## config.mk

```make
export PLATFORM = sky130hd
export DESIGN_NAME = onehot_switch_encoder
export DESIGN_NICKNAME = d
export VERILOG_FILES = /design/src/rtl/onehot_switch_encoder.sv
export SDC_FILE = /design/constraint.sdc
export NUM_CORES = 1
export LEC_CHECK = 0
export CORE_MARGIN = 2
export CORE_UTILIZATION = 55
export CTS_CLUSTER_SIZE = 8
export DETAILED_ROUTE_END_ITERATION = 7
export PLACE_DENSITY = 0.77
export SLEW_MARGIN = 0
export SYNTH_ARGS = -nofsm -noshare
export SYNTH_HDL_FRONTEND = slang
export SYNTH_SLANG_ARGS = --single-unit
```

## constraint.sdc

```tcl
create_clock -name clk -period 6.6 [get_ports clk]
set_clock_uncertainty 0.05 [all_clocks]
set_input_delay 1.98 -clock clk [delete_from_list [all_inputs] [get_ports clk]]
set_output_delay 1.98 -clock clk [all_outputs]
set_load 0.03 [all_outputs]
```

## src/rtl/onehot_switch_encoder.sv

```systemverilog
// ----------------------------------------------------------------------------
// onehot_switch_encoder
//
// Debounced one-hot to binary encoder for the user switch bank. The raw
// switch levels are synchronised, a pattern is accepted only once it has been
// stable for DEBOUNCE consecutive cycles, and the accepted pattern is encoded
// as a 1-based binary code (bit k -> k+1). Patterns with two or more switches
// raised are flagged as multi-hot instead of being encoded. A one-cycle event
// pulse marks each newly accepted nonzero code so the LCD control logic acts
// once per user selection.
//
// Parameters:
//   N         number of switch inputs (N >= 2)
//   W         code width (2^W - 1 >= N)
//   DEBOUNCE  stable cycles needed to accept a pattern (DEBOUNCE >= 1)
//
// Ports:
//   clk        in   1  clock, all state changes on the rising edge
//   rst        in   1  asynchronous active-high reset
//   sw_in      in   N  raw switch levels, asynchronous to clk
//   code       out  W  accepted code, 0 when no valid single selection
//   valid      out  1  high while a single-switch pattern is accepted
//   multi_hot  out  1  high while the accepted pattern has >= 2 bits set
//   new_code   out  1  one-cycle pulse when a new nonzero code is accepted
//   settling   out  1  high while the synchronised input differs from the
//                      accepted pattern
// ----------------------------------------------------------------------------
module onehot_switch_encoder #(
    parameter int N        = 18,
    parameter int W        = 5,
    parameter int DEBOUNCE = 16
) (
    input  logic         clk,
    input  logic         rst,
    input  logic [N-1:0] sw_in,
    output logic [W-1:0] code,
    output logic         valid,
    output logic         multi_hot,
    output logic         new_code,
    output logic         settling
);

    localparam int CW = $clog2(DEBOUNCE + 1);
    localparam logic [CW-1:0] CNT_MAX = CW'(DEBOUNCE);
    localparam logic [CW-1:0] CNT_PRE = CW'(DEBOUNCE - 1);

    typedef enum logic [1:0] {
        IDLE   = 2'd0,
        HOLD   = 2'd1,
        FAULT  = 2'd2,
        SETTLE = 2'd3
    } state_t;

    // Input path and stability tracking
    logic [N-1:0]  s1_q, s1_d;
    logic [N-1:0]  s2_q, s2_d;
    logic [N-1:0]  s_prev_q, s_prev_d;
    logic [CW-1:0] cnt_q, cnt_d;

    // Accepted pattern and control state
    logic [N-1:0]  q_q, q_d;
    state_t        state_q, state_d;

    // Registered outputs
    logic [W-1:0]  code_q, code_d;
    logic          valid_q, valid_d;
    logic          multi_hot_q, multi_hot_d;
    logic          new_code_q, new_code_d;
    logic          settling_q, settling_d;

    // Classification of the synchronised pattern
    logic [1:0]    hot_count;
    logic [W-1:0]  hot_code;
    logic          qual;

    // Two-flop synchroniser followed by a one-cycle delayed copy used to
    // detect changes of the synchronised value.
    always_comb begin
        s1_d     = sw_in;
        s2_d     = s1_q;
        s_prev_d = s2_q;
    end

    // Stability counter: any change restarts the count from zero, otherwise
    // it climbs to DEBOUNCE and stays there so a steady input never
    // re-qualifies.
    always_comb begin
        cnt_d = cnt_q;
        if (s2_q != s_prev_q) begin
            cnt_d = '0;
        end else if (cnt_q != CNT_MAX) begin
            cnt_d = cnt_q + 1'b1;
        end
    end

    // Qualification happens only on the single edge where the counter steps
    // from DEBOUNCE-1 to DEBOUNCE.
    always_comb begin
        qual = (s2_q == s_prev_q) && (cnt_q == CNT_PRE);
    end

    // Count set bits (saturating at two, which is all the classifier needs)
    // and remember the 1-based code of the set bit. For a one-hot pattern the
    // last set bit is the only one, so hot_code is exact in that case.
    always_comb begin
        hot_count = 2'd0;
        hot_code  = '0;
        for (int i = 0; i < N; i++) begin
            if (s2_q[i]) begin
                if (hot_count != 2'd2) begin
                    hot_count = hot_count + 2'd1;
                end
                hot_code = W'(i + 1);
            end
        end
    end

    // Next state and output values. Outputs change only on a qualification
    // event, so they hold whatever the previous stable state showed while in
    // SETTLE. new_code compares against the code held before SETTLE, which
    // suppresses the pulse when the user returns to the same switch.
    always_comb begin
        state_d     = state_q;
        q_d         = q_q;
        code_d      = code_q;
        valid_d     = valid_q;
        multi_hot_d = multi_hot_q;
        new_code_d  = 1'b0;
        settling_d  = (state_q == SETTLE);

        if (qual) begin
            q_d = s2_q;
            case (hot_count)
                2'd0: begin
                    state_d     = IDLE;
                    code_d      = '0;
                    valid_d     = 1'b0;
                    multi_hot_d = 1'b0;
                end
                2'd1: begin
                    state_d     = HOLD;
                    code_d      = hot_code;
                    valid_d     = 1'b1;
                    multi_hot_d = 1'b0;
                    new_code_d  = (hot_code != code_q);
                end
                default: begin
                    state_d     = FAULT;
                    code_d      = '0;
                    valid_d     = 1'b0;
                    multi_hot_d = 1'b1;
                end
            endcase
        end else if (s2_q != q_q) begin
            state_d = SETTLE;
        end
    end

    // State register. Reset leaves the counter saturated so that a steady
    // zero input after release never produces a qualification event.
    always_ff @(posedge clk or posedge rst) begin
        if (rst) begin
            s1_q        <= '0;
            s2_q        <= '0;
            s_prev_q    <= '0;
            cnt_q       <= CNT_MAX;
            q_q         <= '0;
            state_q     <= IDLE;
            code_q      <= '0;
            valid_q     <= 1'b0;
            multi_hot_q <= 1'b0;
            new_code_q  <= 1'b0;
            settling_q  <= 1'b0;
        end else begin
            s1_q        <= s1_d;
            s2_q        <= s2_d;
            s_prev_q    <= s_prev_d;
            cnt_q       <= cnt_d;
            q_q         <= q_d;
            state_q     <= state_d;
            code_q      <= code_d;
            valid_q     <= valid_d;
            multi_hot_q <= multi_hot_d;
            new_code_q  <= new_code_d;
            settling_q  <= settling_d;
        end
    end

    assign code      = code_q;
    assign valid     = valid_q;
    assign multi_hot = multi_hot_q;
    assign new_code  = new_code_q;
    assign settling  = settling_q;

endmodule
```

==> qor.yml, run 1 <==
flow_run:
  max_cap_viol_count: 0
synthesis:
  synth-seq-area-share_pct: 41.5
  mapped_avg_cell_area_um2: 9.25
  mappedNetlistArea_um2: 5310
  postSynthNetCount: 604
  ys.warnings.count: 0
  asyncSetResetFlopFracSynth_pct: 100
  syn_inst: 574
  synth_enable_flop_cells: 0
  ys_ff_latch: 88
  synth-main-ff-cell: "sky130_fd_sc_hd__dfrtp_1"
  count_of_unique_library_cells_instantiated_by_yosys: 84
setup_path:
  rr_worst_depth: 27
  cp-start-kind: "flip-flop"
  r2r-end: "state_q[0]"
  critical_path_arrival_ns: 7.02
  crit_required_ns: 6.84
  criticalPathCategory: "flip-flop to flip-flop"
  timing.reg2reg.setup_slack_ns: -0.18
  worst_r2r_startpoint: "s2_q[0]"
  crit_fanout: 6
  crit_path_end_kind: "flip-flop"
timing:
  slew_headroom_pct: 35.2
  finalHoldWorstSlack_ns: 0.306
  final.period_utilization_pct: 103
  worstMarginPinSlew_ns: 0.970
  achievable-frequency_ghz: 0.147
  postLayoutSetupSlackWorst_ns: -0.182
  timing.final.crit_period_ns: 6.78
  drv_slew: 0
  final-hold-violation-count: 0
  rsz0062_at_grt: "yes"
  final-setup-viol-count: 8
global_routing:
  grt_start_max_net_pins: 58
  grt_pass1_wl_um: 22600
  grtUsageTotal_pct: 27.6
  antenna_found_initial: 0
  grt_pass1_vias: 4630
  globalRouteOverflowTotal: 0
clocking:
  tritoncts_num_sinks: 88
  cts_buffer_depth: 2
  clock_latency_ns: 0.36
  cts_made_buffers: 9
  clk_transition_reported_paths_ns: 0.09
  cts.root.buffer_cell: "sky130_fd_sc_hd__clkbuf_8"
  cts.hold.buffers_added: 0
  cts_tree: "yes"
  cts_max_level: 3
floorplanning:
  num_rows: 35
  ios: 29
  die_ar_um2: 10500
  dieWidth_um: 102
  chip_height_um: 102
  placeable_core_region_um2: 9280
  start_util_pct: 57.2
power_and_ir_drop:
  cellPowerDensity_nw_per_um2: 265
  peakVddDrop_mv: 0.151
  power.static_leakage_uw: 0.00286
worst_hold_path:
  timing.hold.worst.class: "flip-flop to flip-flop"
  timing.hold.worst.start: "s1_q[8]"
  min_delay_path_depth: 0
  worst_hold_path.endpoint: "s2_q[8]"
cells_and_area:
  nets: 705
  area_growth_pct: 30.0
  stdcell_count: 808
  final_layout_size_suffix_gt1_share_pct: 27.8
  antenna_cells_inserted: 0
  postLayoutCoreUtil_pct: 74.3
  final_cell_mix: "88 x sky130_fd_sc_hd__buf_4, 85 x sky130_fd_sc_hd__dfrtp_1, 72 x sky130_fd_sc_hd__nand2_1"
  mostFrequentLayoutCell: "sky130_fd_sc_hd__buf_4"
route:
  route.detailed.wl_per_inst_um: 17.4
  viasPerCell: 6.01
  via_count: 4854
  drt-initial-drc-count: 329
  drcViolationCount: 0
  detailedRoute.firstPassIterationCount: 7
  drt.antenna.violating_nets: 0
  final_wirelength_um: 14000
outcome:
  violations_in_the_final_reports: "setup timing"
  status: "complete, but fails checks"
placed_design:
  place_hpwl_um: 9680
  pre_cts_slack_ns: -0.373
  buffer_ports.inserted: 28
  place_inst: 774
  place_congestion: 0.942
==> how the worst max path moves through the flow <==
stage                       start         end  slack (ns)
after global placement    s2_q[0]       valid       -0.20
final                     s2_q[0]  state_q[0]       -0.18
after CTS                 s2_q[0]  state_q[0]       -0.11
after detailed placement  s2_q[0]       valid       -0.37
after floorplan           s2_q[0]  state_q[0]       0.007
after global routing      s2_q[0]       valid       -0.41
==> cells in the mapped netlist, types with 6 or more instances <==
cell                        n  share of area [%]
sky130_fd_sc_hd__dfrtp_1   87                 41
sky130_fd_sc_hd__nand2_1   74                5.2
sky130_fd_sc_hd__nor2_1    43                3.0
sky130_fd_sc_hd__xnor2_1   42                6.9
sky130_fd_sc_hd__o21ai_0   30                2.8
sky130_fd_sc_hd__clkbuf_1  19                1.3
sky130_fd_sc_hd__inv_1     18                1.3
sky130_fd_sc_hd__a21oi_1   17                1.6
sky130_fd_sc_hd__nor3_1    16                1.5
sky130_fd_sc_hd__nand4_1   14                1.7
sky130_fd_sc_hd__xor2_1    14                2.3
sky130_fd_sc_hd__nand3_1   12                1.1
sky130_fd_sc_hd__a31oi_1   11                1.3
sky130_fd_sc_hd__o211ai_1  11                1.6
sky130_fd_sc_hd__ha_1      10                2.4
sky130_fd_sc_hd__and2_1     9                1.1
sky130_fd_sc_hd__a211o_1    8                1.3
sky130_fd_sc_hd__a211oi_1   6               0.85
sky130_fd_sc_hd__nor4_1     6               0.71
sky130_fd_sc_hd__or2_2      6               0.71
==> critical path, stage by stage, from the launching register on <==
cell and delay [ns]:
sky130_fd_sc_hd__dfrtp_2 0.45, sky130_fd_sc_hd__inv_2 0.09, sky130_fd_sc_hd__ha_4 0.21, sky130_fd_sc_hd__or4b_4 0.54, sky130_fd_sc_hd__nand4_1 0.16, sky130_fd_sc_hd__nor3_1 0.08
sky130_fd_sc_hd__or4b_1 0.53, sky130_fd_sc_hd__o311a_4 0.16, sky130_fd_sc_hd__a21o_1 0.22, sky130_fd_sc_hd__a21o_1 0.25, sky130_fd_sc_hd__a31oi_4 0.25, sky130_fd_sc_hd__o211ai_1 0.23
sky130_fd_sc_hd__a221o_1 0.45, sky130_fd_sc_hd__a21oi_4 0.18, sky130_fd_sc_hd__o32ai_1 0.11, sky130_fd_sc_hd__a211o_1 0.39, sky130_fd_sc_hd__a211oi_4 0.33, sky130_fd_sc_hd__xnor2_4 0.20
sky130_fd_sc_hd__nor2_4 0.06, sky130_fd_sc_hd__a221o_1 0.37, sky130_fd_sc_hd__nor2_1 0.10, sky130_fd_sc_hd__ha_1 0.24, sky130_fd_sc_hd__nand2b_4 0.15, sky130_fd_sc_hd__o31ai_4 0.06
sky130_fd_sc_hd__ha_1 0.28, sky130_fd_sc_hd__nand2b_4 0.15, sky130_fd_sc_hd__or2_4 0.25, sky130_fd_sc_hd__o211ai_1 0.17
==> repair_timing <==
action,in CTS,in global routing
resized for setup,30,39
setup endpoints to repair,10,10
setup buffers,11,9
endpoints found under the hold margin,0,0
pin swaps,29,22
==> state kept, by name, indices dropped and copies added (netlist names) <==
register,cells
cnt_q,5
code,5
multi_hot,1
new_code,1
q_q,18
s1_q,18
s2_q,18
s_prev_q,18
settling,1
state_q,2
valid,1
==> report_power, final <==
part	internal (uW)	total (uW)	switching (uW)
clock	156	355	199
sequential	555	580	24.9
combinational	449	892	443
total	1160	1830	667
==> through the flow <==
| step | power, uW | TNS, ns | area (um^2) |
|---|---|---|---|
| after floorplan | 1010 | 0 | 5370 |
| after global placement | 1260 | -0.608 | 6230 |
| after detailed placement | 1270 | -1.88 | 6230 |
| after CTS | 1730 | -0.355 | 6660 |
| after global routing | 1920 | -2.99 | 6900 |
| final | 1830 | -1.07 | 6900 |
==> final cells by class <==
| type | count | area, um^2 |
|---|---|---|
| fillers | 695 | 2390 |
| repair buffers | 118 | 963 |
| multi-input cells | 438 | 3310 |
| clock buffers | 11 | 151 |
| well taps | 129 | 161 |
| inverters | 20 | 76.3 |
| flip-flops and latches | 88 | 2210 |
| clock inverters | 4 | 30.0 |
==> cell families after synthesis <==
group / count (synthesis) / synth area share [%]
mux: 6 / 1.18
compound gates: 157 / 22.9
xor+xnor: 56 / 9.24
buf+inv: 48 / 3.58
fa+ha+maj: 10 / 2.36
simple gates: 209 / 19.2
flops: 88 / 41.5
==> per-layer routing <==
metal | global-route usage, % | wire (um)
met1 | 40.2 | 6560
met2 | 43.3 | 6530
met3 | 3.56 | 669
met4 | 8.82 | 272
met5 | 0 | 0
No activity file was read; power rests on OpenSTA's default activity.
==> run 2: changes to the inputs <==
--- a/config.mk
+++ b/config.mk
@@ -6,10 +6,10 @@
 export NUM_CORES = 1
 export LEC_CHECK = 0
 export CORE_MARGIN = 2
-export CORE_UTILIZATION = 55
+export CORE_UTILIZATION = 60
 export CTS_CLUSTER_SIZE = 8
 export DETAILED_ROUTE_END_ITERATION = 7
-export PLACE_DENSITY = 0.77
+export PLACE_DENSITY = 0.8
 export SLEW_MARGIN = 0
 export SYNTH_ARGS = -nofsm -noshare
 export SYNTH_HDL_FRONTEND = slang
==> constraint.sdc (replaced) <==
create_clock -name clk -period 8.2 [get_ports clk]
set_clock_uncertainty 0.05 [all_clocks]
set_input_delay 2.46 -clock clk [delete_from_list [all_inputs] [get_ports clk]]
set_output_delay 2.46 -clock clk [all_outputs]
set_load 0.03 [all_outputs]
==> run 2 against run 1 <==
Effect of this change:
- the run now ends clean
- via count fell by 8.3%
- sequential share of layout area rose by 5.1 points
- critical path depth did not move
- maximum frequency fell by 13%
- setup slack improved by 0.57 ns
- flip-flop and latch count did not move
- cell count fell by 13%
- worst hold slack barely moved
- utilization fell by 5.5 points
- register-to-register slack improved by 0.57 ns
- final area fell by 14%
- critical endpoint is now valid
- largest cell class unchanged
==> qor.yml, run 2 (synthesis results as in run 1) <==
worst_hold_path:
  timing.hold.worst.class: "flip-flop to flip-flop"
  timing.hold.worst.start: "s1_q[11]"
  worst_hold_path.endpoint: "s2_q[11]"
  min_delay_path_depth: 0  # unchanged
cells_and_area:
  final_layout_size_suffix_gt1_share_pct: 9.38  # -18 points
  nets: 622  # -12%
  mostFrequentLayoutCell: "sky130_fd_sc_hd__dfrtp_1"
  stdcell_count: 705  # -13%
  antenna_cells_inserted: 0  # unchanged
  area_growth_pct: 12.0
  final_cell_mix: "87 x sky130_fd_sc_hd__dfrtp_1, 73 x sky130_fd_sc_hd__nand2_1, 43 x sky130_fd_sc_hd__nor2_1"
placed_design:
  place_hpwl_um: 8610  # -11%
  place_congestion: 0.941  # -0.14%
  place_inst: 688  # -11%
  buffer_ports.inserted: 28  # unchanged
power_and_ir_drop:
  total_switching_power_uw: 453  # -32%
  switching_share_pct: 35.9  # -0.63 points
  peakVddDrop_mv: 0.145  # -4.4%
  cell_internal_pwr_uw: 810  # -30%
  power.share.sequential_pct: 37.0  # +5.3 points
  cellPowerDensity_nw_per_um2: 212  # -20%
  power_frac_clock_pct: 28.4  # +9.0 points
  power.static_leakage_uw: 0.00240  # -16%
  combPwrFrac_pct: 34.6  # -14 points
setup_path:
  crit_required_ns: 8.44  # +1.60 ns
  rr_worst_depth: 27  # unchanged
  timing.reg2reg.setup_slack_ns: 0.39  # +0.57 ns
  worst_r2r_startpoint: "s2_q[1]"
  r2r-end: "valid"
  criticalPathCategory: "flip-flop to flip-flop"
  cp-start-kind: "flip-flop"
  critical_path_arrival_ns: 8.05  # +1.03 ns
  crit_fanout: 9  # +3
  crit_path_end_kind: "flip-flop"
timing:
  final-hold-violation-count: 0  # unchanged
  final.period_utilization_pct: 95.3  # -7.5 points
  worstMarginPinSlew_ns: 0.791  # -0.180 ns
  final-setup-viol-count: 0  # -8
  timing.final.crit_period_ns: 7.81  # +1.03 ns
  drv_slew: 0  # unchanged
  summed_negative_setup_slack_over_all_endpoints_ns: 0  # +1.07 ns
  slew_headroom_pct: 47.3  # +12 points
  achievable-frequency_ghz: 0.128  # -13%
floorplanning:
  chip_height_um: 98.1  # -4.1%
  placeable_core_region_um2: 8640  # -7.0%
  die_ar_um2: 9610  # -8.0%
  dieWidth_um: 98.1  # -4.1%
  num_rows: 34  # -2.9%
  ios: 29  # unchanged
  start_util_pct: 61.5  # +4.3 points
clocking:
  clock_latency_ns: 0.37  # about the same
  cts.hold.buffers_added: 0  # unchanged
  tritoncts_num_sinks: 88  # unchanged
  cts.root.buffer_cell: "sky130_fd_sc_hd__clkbuf_8"
  clk_transition_reported_paths_ns: 0.10  # about the same
  cts_max_level: 3  # unchanged
  cts_tree: "yes"
  cts_buffer_depth: 2  # unchanged
  cts_made_buffers: 9  # unchanged
global_routing:
  antenna_found_initial: 0  # unchanged
  globalRouteOverflowTotal: 0  # unchanged
  grt_start_max_net_pins: 63  # +8.6%
  grt_pass1_wl_um: 20600  # -9.2%
  grtUsageTotal_pct: 26.1  # -1.6 points
  grt_pass1_vias: 4238  # -8.5%
flow_run:
  max_cap_viol_count: 0  # unchanged
route:
  drt-initial-drc-count: 283  # -14%
  viasPerCell: 6.31  # +5.1%
  final_wirelength_um: 12200  # -13%
  detailedRoute.firstPassIterationCount: 5  # -2
  via_count: 4452  # -8.3%
  route.detailed.wl_per_inst_um: 17.2  # -0.68%
  drcViolationCount: 0  # unchanged
  drt.antenna.violating_nets: 0  # unchanged
outcome:
  status: "completed"
==> run 2: through the flow <==
stage	instance area (um^2)	util (%)	setup WS, ns	hold WS (ns)	total power, uW
5_1_grt	5940	68.8	-0.0306	0.315	1330
3_3_place_gp	5650	65.5	0.610	0.281	879
3_5_place_dp	5650	65.5	0.418	0.285	885
4_1_cts	5890	68.2	0.370	0.308	1240
2_1_floorplan	5310	-	1.29	0.281	799
6_report	5940	68.8	0.388	0.306	1260
==> run 2: power groups by stage <==
stage / clock network (uW) / logic, uW / registers, uW
finish: 358 / 437 / 467
global route: 380 / 481 / 470
CTS: 360 / 413 / 467
detailed placement: 0 / 409 / 475
global placement: 0 / 404 / 474
floorplan: 0 / 337 / 463
==> run 2: worst max path at each step <==
stage	end	from	cells past startpoint	slack, ns
2_1_floorplan	state_q[0]	s2_q[0]	28	1.29
3_3_place_gp	state_q[0]	s2_q[0]	27	0.61
3_5_place_dp	valid	s2_q[0]	27	0.42
4_1_cts	valid	s2_q[1]	27	0.37
5_1_grt	state_q[0]	s2_q[1]	27	-0.03
6_report	valid	s2_q[1]	27	0.39
==> run 2: area by class of cell <==
type	count	area, um^2
multi-input combinational	438	2960
fill	667	2690
clock inverter	6	100
sequential	88	2200
clock buffer	10	138
tap	108	135
inverter	20	76.3
timing repair buffer	35	333
==> run 2: worst max-delay path, stage by stage (launching register included) <==
cell	delay, ns
sky130_fd_sc_hd__dfrtp_1	0.50
sky130_fd_sc_hd__inv_1	0.14
sky130_fd_sc_hd__ha_1	0.36
sky130_fd_sc_hd__or4b_1	0.67
sky130_fd_sc_hd__o211ai_4	0.20
sky130_fd_sc_hd__nor3_2	0.08
sky130_fd_sc_hd__o31a_1	0.36
sky130_fd_sc_hd__a311o_1	0.40
sky130_fd_sc_hd__a21o_1	0.19
sky130_fd_sc_hd__a21o_1	0.19
sky130_fd_sc_hd__a31oi_1	0.28
sky130_fd_sc_hd__or2_1	0.28
sky130_fd_sc_hd__nor2b_1	0.25
sky130_fd_sc_hd__mux2_2	0.45
sky130_fd_sc_hd__o21ai_0	0.35
sky130_fd_sc_hd__o211ai_1	0.19
sky130_fd_sc_hd__a41oi_1	0.40
sky130_fd_sc_hd__nand2_2	0.20
sky130_fd_sc_hd__xor2_1	0.19
sky130_fd_sc_hd__o211ai_1	0.38
sky130_fd_sc_hd__nor2_1	0.10
sky130_fd_sc_hd__ha_1	0.28
sky130_fd_sc_hd__nand2b_1	0.17
sky130_fd_sc_hd__o31ai_4	0.11
sky130_fd_sc_hd__ha_1	0.31
sky130_fd_sc_hd__nand2b_1	0.17
sky130_fd_sc_hd__or2_2	0.32
sky130_fd_sc_hd__o211ai_1	0.17
==> run 2: repair_timing <==
item | in CTS | in global routing
endpoints found under the setup margin | 0 | 7
buffers inserted | 0 | 1
resized for setup | 0 | 6
==> run 2: routing by layer <==
metal / GRT usage (%) / wire length (um) / vias to the layer above
li1: - / - / 2123
met1: 37.6 / 5530 / 2148
met2: 41.6 / 5760 / 154
met3: 3.08 / 634 / 27
met4: 8.01 / 237 / 0
met5: 0 / 0 / -
